File: src/rtl/alu_apb_pkg.sv
// Shared constants, CSR map and FSM types for the ALU APB initiator.
// Widths follow the ALU subsystem CSR slave port.
package alu_apb_pkg;

  localparam int DATA_SIZE      = 16;
  localparam int ID_SIZE        = 8;
  localparam int OPERATION_SIZE = 2;
  localparam int OPERATION_BIT  = 1;
  localparam int ID_BIT         = 8;
  localparam int APB_BUS_SIZE   = 32;
  localparam int ADDRESS_SIZE   = 3;

  localparam int STAT_FULL_IN_BIT   = 0;
  localparam int STAT_EMPTY_OUT_BIT = 1;
  localparam int MAX_OUTSTANDING_DFLT = 8;

  localparam logic [ADDRESS_SIZE-1:0] REG_CTRL   = 3'd0;
  localparam logic [ADDRESS_SIZE-1:0] REG_0      = 3'd1;
  localparam logic [ADDRESS_SIZE-1:0] REG_1      = 3'd2;
  localparam logic [ADDRESS_SIZE-1:0] REG_RES    = 3'd3;
  localparam logic [ADDRESS_SIZE-1:0] REG_STATUS = 3'd4;

  localparam logic [OPERATION_SIZE-1:0] OP_ADD = 2'd1;
  localparam logic [OPERATION_SIZE-1:0] OP_MUL = 2'd2;

  typedef enum logic [2:0] {
    IDLE, CHK_IN, WR_D0, WR_D1,
    WR_CTRL, POLL, RD_RES, RSP
  } state_t;

  typedef enum logic [1:0] {
    PH_IDLE, PH_SETUP, PH_ACCESS
  } phase_t;

  typedef struct packed {
    logic [OPERATION_SIZE-1:0] op;
    logic [ID_SIZE-1:0]        id;
    logic [DATA_SIZE-1:0]      d0;
    logic [DATA_SIZE-1:0]      d1;
  } cmd_t;

  function automatic logic [APB_BUS_SIZE-1:0] ctrl_word(
    input logic [OPERATION_SIZE-1:0] op,
    input logic [ID_SIZE-1:0]        id
  );
    logic [APB_BUS_SIZE-1:0] w;
    w = '0;
    w[OPERATION_BIT +: OPERATION_SIZE] = op;
    w[ID_BIT +: ID_SIZE] = id;
    return w;
  endfunction

  function automatic logic is_xfer(input state_t s);
    return s inside {CHK_IN, WR_D0, WR_D1,
                     WR_CTRL, POLL, RD_RES};
  endfunction

endpackage

File: src/rtl/apb_xfer_phase.sv
// APB SETUP/ACCESS sequencer for one transfer at a time.
// A start on the completing cycle chains the next SETUP back-to-back.
module apb_xfer_phase
  import alu_apb_pkg::*;
(
  input  logic                    clk,
  input  logic                    rst_n,
  input  logic                    start,
  input  logic [ADDRESS_SIZE-1:0] xfer_addr,
  input  logic                    xfer_write,
  input  logic [APB_BUS_SIZE-1:0] xfer_wdata,
  output logic                    done,
  output logic                    err,
  output logic [APB_BUS_SIZE-1:0] xfer_rdata,
  output logic                    sel,
  output logic                    en,
  output logic                    write,
  output logic [ADDRESS_SIZE-1:0] addr,
  output logic [APB_BUS_SIZE-1:0] wdata,
  input  logic                    ready,
  input  logic                    slv_err,
  input  logic [APB_BUS_SIZE-1:0] rdata
);

  phase_t phase, phase_nx;
  logic   load;

  assign sel        = phase != PH_IDLE;
  assign en         = phase == PH_ACCESS;
  assign done       = en && ready;
  assign err        = done && slv_err;
  assign xfer_rdata = rdata;
  assign load       = start && (phase == PH_IDLE || done);

  always_comb begin
    phase_nx = phase;
    unique case (phase)
      PH_IDLE:   if (start) phase_nx = PH_SETUP;
      PH_SETUP:  phase_nx = PH_ACCESS;
      PH_ACCESS: if (ready)
                   phase_nx = start ? PH_SETUP : PH_IDLE;
      default:   phase_nx = PH_IDLE;
    endcase
  end

  always_ff @(posedge clk or negedge rst_n) begin
    if (!rst_n) begin
      phase <= PH_IDLE;
      addr  <= '0;
      write <= 1'b0;
      wdata <= '0;
    end else begin
      phase <= phase_nx;
      if (load) begin
        addr  <= xfer_addr;
        write <= xfer_write;
        wdata <= xfer_wdata;
      end
    end
  end

endmodule

File: src/rtl/alu_apb_master.sv
// APB initiator feeding the ALU CSR port from a command stream
// and draining results onto a response stream.
module alu_apb_master
  import alu_apb_pkg::*;
#(
  parameter int MAX_OUTSTANDING = MAX_OUTSTANDING_DFLT
) (
  input  logic                      clk,
  input  logic                      rst_n,
  input  logic                      cmd_valid,
  output logic                      cmd_ready,
  input  logic [OPERATION_SIZE-1:0] cmd_op,
  input  logic [ID_SIZE-1:0]        cmd_id,
  input  logic [DATA_SIZE-1:0]      cmd_data0,
  input  logic [DATA_SIZE-1:0]      cmd_data1,
  output logic                      rsp_valid,
  input  logic                      rsp_ready,
  output logic [DATA_SIZE-1:0]      rsp_result,
  output logic                      rsp_flag,
  output logic [ID_SIZE-1:0]        rsp_id,
  output logic                      rsp_err,
  output logic                      sel,
  output logic                      en,
  output logic                      write,
  output logic [ADDRESS_SIZE-1:0]   addr,
  output logic [APB_BUS_SIZE-1:0]   wdata,
  input  logic                      ready,
  input  logic                      slv_err,
  input  logic [APB_BUS_SIZE-1:0]   rdata
);

  localparam int CW = $clog2(MAX_OUTSTANDING + 1);

  state_t                  state, state_nx;
  cmd_t                    cmd_q;
  logic [CW-1:0]           count;
  logic                    prio_issue;
  logic                    issue_ok, drain_ok;
  logic                    pick_issue, pick_drain;
  logic                    inc, dec, abort, take;
  logic                    start, done, err;
  logic [ADDRESS_SIZE-1:0] xaddr;
  logic                    xwrite;
  logic [APB_BUS_SIZE-1:0] xwdata, xrdata;
  logic                    unused_rdata;

  assign unused_rdata =
    ^xrdata[APB_BUS_SIZE-1:DATA_SIZE+1+ID_SIZE];

  assign issue_ok   = cmd_valid &&
                      (count < CW'(MAX_OUTSTANDING));
  assign drain_ok   = count != '0;
  assign pick_issue = issue_ok && (!drain_ok || prio_issue);
  assign pick_drain = drain_ok && (!issue_ok || !prio_issue);
  assign cmd_ready  = (state == IDLE) && pick_issue;
  assign rsp_valid  = state == RSP;

  always_comb begin
    state_nx = state;
    inc      = 1'b0;
    dec      = 1'b0;
    abort    = 1'b0;
    take     = 1'b0;
    unique case (state)
      IDLE:
        if (pick_issue)      state_nx = CHK_IN;
        else if (pick_drain) state_nx = POLL;
      CHK_IN:
        if (err) begin
          state_nx = RSP;
          abort    = 1'b1;
        end else if (done && !xrdata[STAT_FULL_IN_BIT])
          state_nx = WR_D0;
      WR_D0:
        if (err) begin
          state_nx = RSP;
          abort    = 1'b1;
        end else if (done) state_nx = WR_D1;
      WR_D1:
        if (err) begin
          state_nx = RSP;
          abort    = 1'b1;
        end else if (done) state_nx = WR_CTRL;
      WR_CTRL:
        if (err) begin
          state_nx = RSP;
          abort    = 1'b1;
        end else if (done) begin
          state_nx = IDLE;
          inc      = 1'b1;
        end
      POLL:
        if (done)
          state_nx = (err || xrdata[STAT_EMPTY_OUT_BIT])
                     ? IDLE : RD_RES;
      RD_RES:
        if (done) begin
          state_nx = RSP;
          dec      = 1'b1;
          take     = 1'b1;
        end
      RSP:     if (rsp_ready) state_nx = IDLE;
      default: state_nx = IDLE;
    endcase
  end

  // Request for the transfer the FSM is about to enter.
  always_comb begin
    xaddr  = REG_STATUS;
    xwrite = 1'b0;
    xwdata = '0;
    unique case (state_nx)
      WR_D0: begin
        xaddr  = REG_0;
        xwrite = 1'b1;
        xwdata = APB_BUS_SIZE'(cmd_q.d0);
      end
      WR_D1: begin
        xaddr  = REG_1;
        xwrite = 1'b1;
        xwdata = APB_BUS_SIZE'(cmd_q.d1);
      end
      WR_CTRL: begin
        xaddr  = REG_CTRL;
        xwrite = 1'b1;
        xwdata = ctrl_word(cmd_q.op, cmd_q.id);
      end
      RD_RES:  xaddr = REG_RES;
      default: xaddr = REG_STATUS;
    endcase
  end

  assign start = is_xfer(state_nx) &&
                 (!is_xfer(state) || done);

  always_ff @(posedge clk or negedge rst_n) begin
    if (!rst_n) begin
      state      <= IDLE;
      count      <= '0;
      prio_issue <= 1'b1;
      cmd_q      <= '0;
      rsp_result <= '0;
      rsp_flag   <= 1'b0;
      rsp_id     <= '0;
      rsp_err    <= 1'b0;
    end else begin
      state <= state_nx;
      if (cmd_ready)
        cmd_q <= {cmd_op, cmd_id, cmd_data0, cmd_data1};
      if (state == IDLE && issue_ok && drain_ok)
        prio_issue <= !prio_issue;
      if (inc)      count <= count + 1'b1;
      else if (dec) count <= count - 1'b1;
      if (abort) begin
        rsp_result <= '0;
        rsp_flag   <= 1'b0;
        rsp_id     <= cmd_q.id;
        rsp_err    <= 1'b1;
      end else if (take) begin
        rsp_result <= xrdata[DATA_SIZE-1:0];
        rsp_flag   <= xrdata[DATA_SIZE];
        rsp_id     <= xrdata[DATA_SIZE+1 +: ID_SIZE];
        rsp_err    <= err;
      end
    end
  end

  apb_xfer_phase u_xfer (
    .clk        (clk),
    .rst_n      (rst_n),
    .start      (start),
    .xfer_addr  (xaddr),
    .xfer_write (xwrite),
    .xfer_wdata (xwdata),
    .done       (done),
    .err        (err),
    .xfer_rdata (xrdata),
    .sel        (sel),
    .en         (en),
    .write      (write),
    .addr       (addr),
    .wdata      (wdata),
    .ready      (ready),
    .slv_err    (slv_err),
    .rdata      (rdata)
  );

endmodule

File: config.mk
export PLATFORM = sky130hd
export DESIGN_NAME = alu_apb_master
export DESIGN_NICKNAME = d
export VERILOG_FILES = /design/src/rtl/alu_apb_pkg.sv /design/src/rtl/apb_xfer_phase.sv /design/src/rtl/alu_apb_master.sv
export SDC_FILE = /design/constraint.sdc
export NUM_CORES = 1
export LEC_CHECK = 0
export ABC_AREA = 1
export CORE_MARGIN = 10
export CORE_UTILIZATION = 42
export CTS_CLUSTER_SIZE = 14
export DETAILED_ROUTE_END_ITERATION = 10
export HOLD_SLACK_MARGIN = 0.12
export PLACE_DENSITY = 0.72
export SYNTH_ARGS = -nofsm -noshare
export SYNTH_HDL_FRONTEND = slang
export SYNTH_SLANG_ARGS = --single-unit
File: constraint.sdc
create_clock -name clk -period 1.9 [get_ports clk]
set_clock_uncertainty 0.05 [all_clocks]
set_input_delay 0.19 -clock clk [delete_from_list [all_inputs] [get_ports clk]]
set_output_delay 0.19 -clock clk [all_outputs]
set_load 0.01 [all_outputs]
==> flow_metrics.tcl <==
set metrics [dict create \
    status "finished with violations" \
    violations "setup timing" \
    synth-seq-cells 98 \
    relSlewSlack 0.6041 \
    hold_slack_ns 0.2865 \
    worstSetupEndpointType "register" \
    pre_cts_slack_ns -0.4475 \
    max_stage_delay_ns 0.42 \
    rsz0062_at_grt "yes" \
    wl_um 14390 \
    num_vias 4451 \
    area_growth_pct 47.99 \
    worst_pin_slew_ns 0.5939 \
    syn_area_per_cell_um2 8.072 \
    cts.sinks 98 \
    p_leak_nw 3.606 \
    seq_area_mm2 0.002457 \
    finalInstanceArea_mm2 0.006964 \
    drc_errors 0 \
    cts_buffer_depth 2 \
    worstPathArrival_ns 2.38 \
    syn_inst 583 \
    place_congestion 0.8690 \
    min_path_type "in -> reg" \
    nets 845 \
    seq_area_frac_synth 0.5214 \
    synth_async_sr_flop_share 1.000 \
    ys.flop_type "dfrtp_1" \
    clk-insertion-delay-late_ns 0.38 \
    grt_pass1_vias 4605 \
    synth_area_mm2 0.004706 \
    finalSetupViolCount 23 \
    grt_max_degree 46 \
    cpMostUsedCell "nand2_1" \
    crit_family "simple AND/OR/NAND/NOR gates" \
    setup_slack_ns -0.2137 \
    cts_htree_levels 3 \
    final-hold-violation-count 0 \
    antenna_left 0 \
    maxCapViolCount 0 \
    synth_cell_type_count 33 \
    path_cells "inv_2, nand3_4, buf_4, nand2_1, nand2_1, nor2_1, nand3_2, nand2_4, nand2_4, nand3_4, nand2_4, nor2_4, buf_6, nand2_1, nand2_1" \
    vias_per_cell 4.907 \
    cts_tree "built" \
    overflow 0 \
    vdd_ir_drop_max_mv 0.9858 \
    drt_iter0_drc 245 \
    synth_top_cell_by_area "dfrtp_1" \
    crit_buf_inv 3 \
    cp-start-kind "register" \
    ys_top_cells_by_area "dfrtp_1 52%, nand2_1 22%, nand3_1 6.2%" \
    clock.fmax_mhz 473.1 \
    postPlaceCellArea_mm2 0.006366 \
    cts_root_buffer "clkbuf_8" \
    maxSlewViolCount 0 \
    synth.most_common_cell "nand2_1" \
    path_class "reg -> reg" \
    slowest_stage "dfrtp_1" \
    period_share 1.112 \
    required_ns 2.17 \
    period_minus_slack_ns 2.114 \
    die_w_um 125.9 \
    cts_buffers 9 \
    power_density_mw_per_mm2 1652 \
    multiInputGateArea_mm2 0.002190 \
    antenna_found_initial 0 \
    cp_max_fo 5 \
    track_usage 0.1754 \
    grt_first_pass_wirelength_um 23120 \
    worst-r2r-setup-slack_ns -0.21 \
    drt-wirelength-per-cell_um 15.86 \
    antenna_cells 0 \
    start_util 0.4322 \
    portBuffers 122 \
    die_area_mm2 0.01584 \
    drive_gt1_frac 0.1995 \
    num_io_pins 146 \
    die_height_um 125.9 \
    yosys_warnings 0 \
    synth_edf_count 0 \
    dr.pass1.iters 4 \
    dp_hpwl_um 10350 \
    post-route-util 0.6396 \
    power.total_mw 11.51 \
    rows 38 \
    core_area_mm2 0.01089 \
    synthTopCellsByCount "277 x nand2_1, 97 x dfrtp_1, 58 x nand3_1, 22 x inv_1, 19 x nor2_1" \
    synth_top_area_share 0.5158 \
    path_clk_slew_ns 0.10 \
    nFillCells 918 \
]
-- flip-flops by register name (all words and copies together), names as in the netlist --
register / count
cmd_q: 42
rsp_result: 16
u_xfer.wdata: 16
rsp_id: 8
count: 4
state: 3
u_xfer.addr: 3
u_xfer.phase: 2
prio_issue: 1
rsp_err: 1
rsp_flag: 1
u_xfer.write: 1
-- final timing paths --
path	from	to	cells after the start
max	u_xfer.phase[0]	u_xfer.write	15
min	cmd_data1[6]	cmd_q[6]	3
max reg2reg	u_xfer.phase[0]	u_xfer.write	15
min reg2reg	u_xfer.wdata[6]	u_xfer.wdata[6]	2
max in group asynchronous	rst_n	prio_issue	3
min in group asynchronous	rst_n	rsp_flag	2
-- final cells by class --
type | instances | area share
inverter | 27 | 0.01491
sequential | 98 | 0.3529
timing repair buffer | 188 | 0.2589
multi-input combinational | 438 | 0.3144
tap | 140 | 0.02515
clock inverter | 6 | 0.01401
clock buffer | 10 | 0.01976
-- stage by stage --
| stage | std cells | TNS [ns] |
|---|---|---|
| 2_1_floorplan | 598 | 0 |
| 3_3_place_gp | 875 | -8.300 |
| 6_report | 907 | -3.590 |
| 4_1_cts | 896 | -1.708 |
| 5_1_grt | 907 | -7.233 |
| 3_5_place_dp | 875 | -10.09 |
-- worst min-delay path, delay by kind of cell --
family | cells | cell delay (ns)
buffers and inverters | 1 | 0.39
AND/OR/NAND/NOR | 2 | 0.10
-- routing by layer --
layer,vias up,wire [µm],global-route usage
li1,2166,-,-
met1,2138,6170,0.2112
met2,114,7250,0.3011
met3,33,570,0.02768
met4,0,393,0.08171
met5,-,0,0
-- timing repair --
item,in CTS,in global routing
setup buffers,3,10
cloned,1,1
endpoints found under the hold margin,42,0
pin swaps,7,21
setup endpoints to repair,47,53
hold buffers,1,0
gates resized for setup,22,53
-- cell usage in the layout (no fill, tap or decap), drive strengths merged --
cell,count
dlymetal6s2s,1
clkinv,2
nand3,62
dfstp,1
conb,16
bufinv,2
dfrtp,97
nor2,28
a21oi,7
nor3,1
o21bai,1
a21o,1
xor2,4
nand4,1
buf,67
a22o,12
fa,1
dlygate4sd3,1
clkdlybuf4s50,117
o31ai,1
o21ai,11
ha,2
o2111ai,1
clkbuf,10
inv,29
nand2,289
dlygate4sd2,2
-- cell families (layout without fill, tap and decap cells) --
kind of cell | Yosys count | after routing | share of synthesized area
xor+xnor | 4 | 4 | 0.007444
other cells | 1 | 16 | 0.0007969
fa+ha+maj | 3 | 3 | 0.009571
flops | 98 | 98 | 0.5214
simple gates | 380 | 381 | 0.3435
compound gates | 34 | 34 | 0.05052
buf+inv | 63 | 231 | 0.06674
-- power breakdown --
group | switching, mW | internal, mW | total, mW
logic | 3.45 | 3.06 | 6.51
registers | 0.540 | 2.87 | 3.41
clock network | 0.793 | 0.797 | 1.59
No activity file was read; power rests on OpenSTA's default activity.
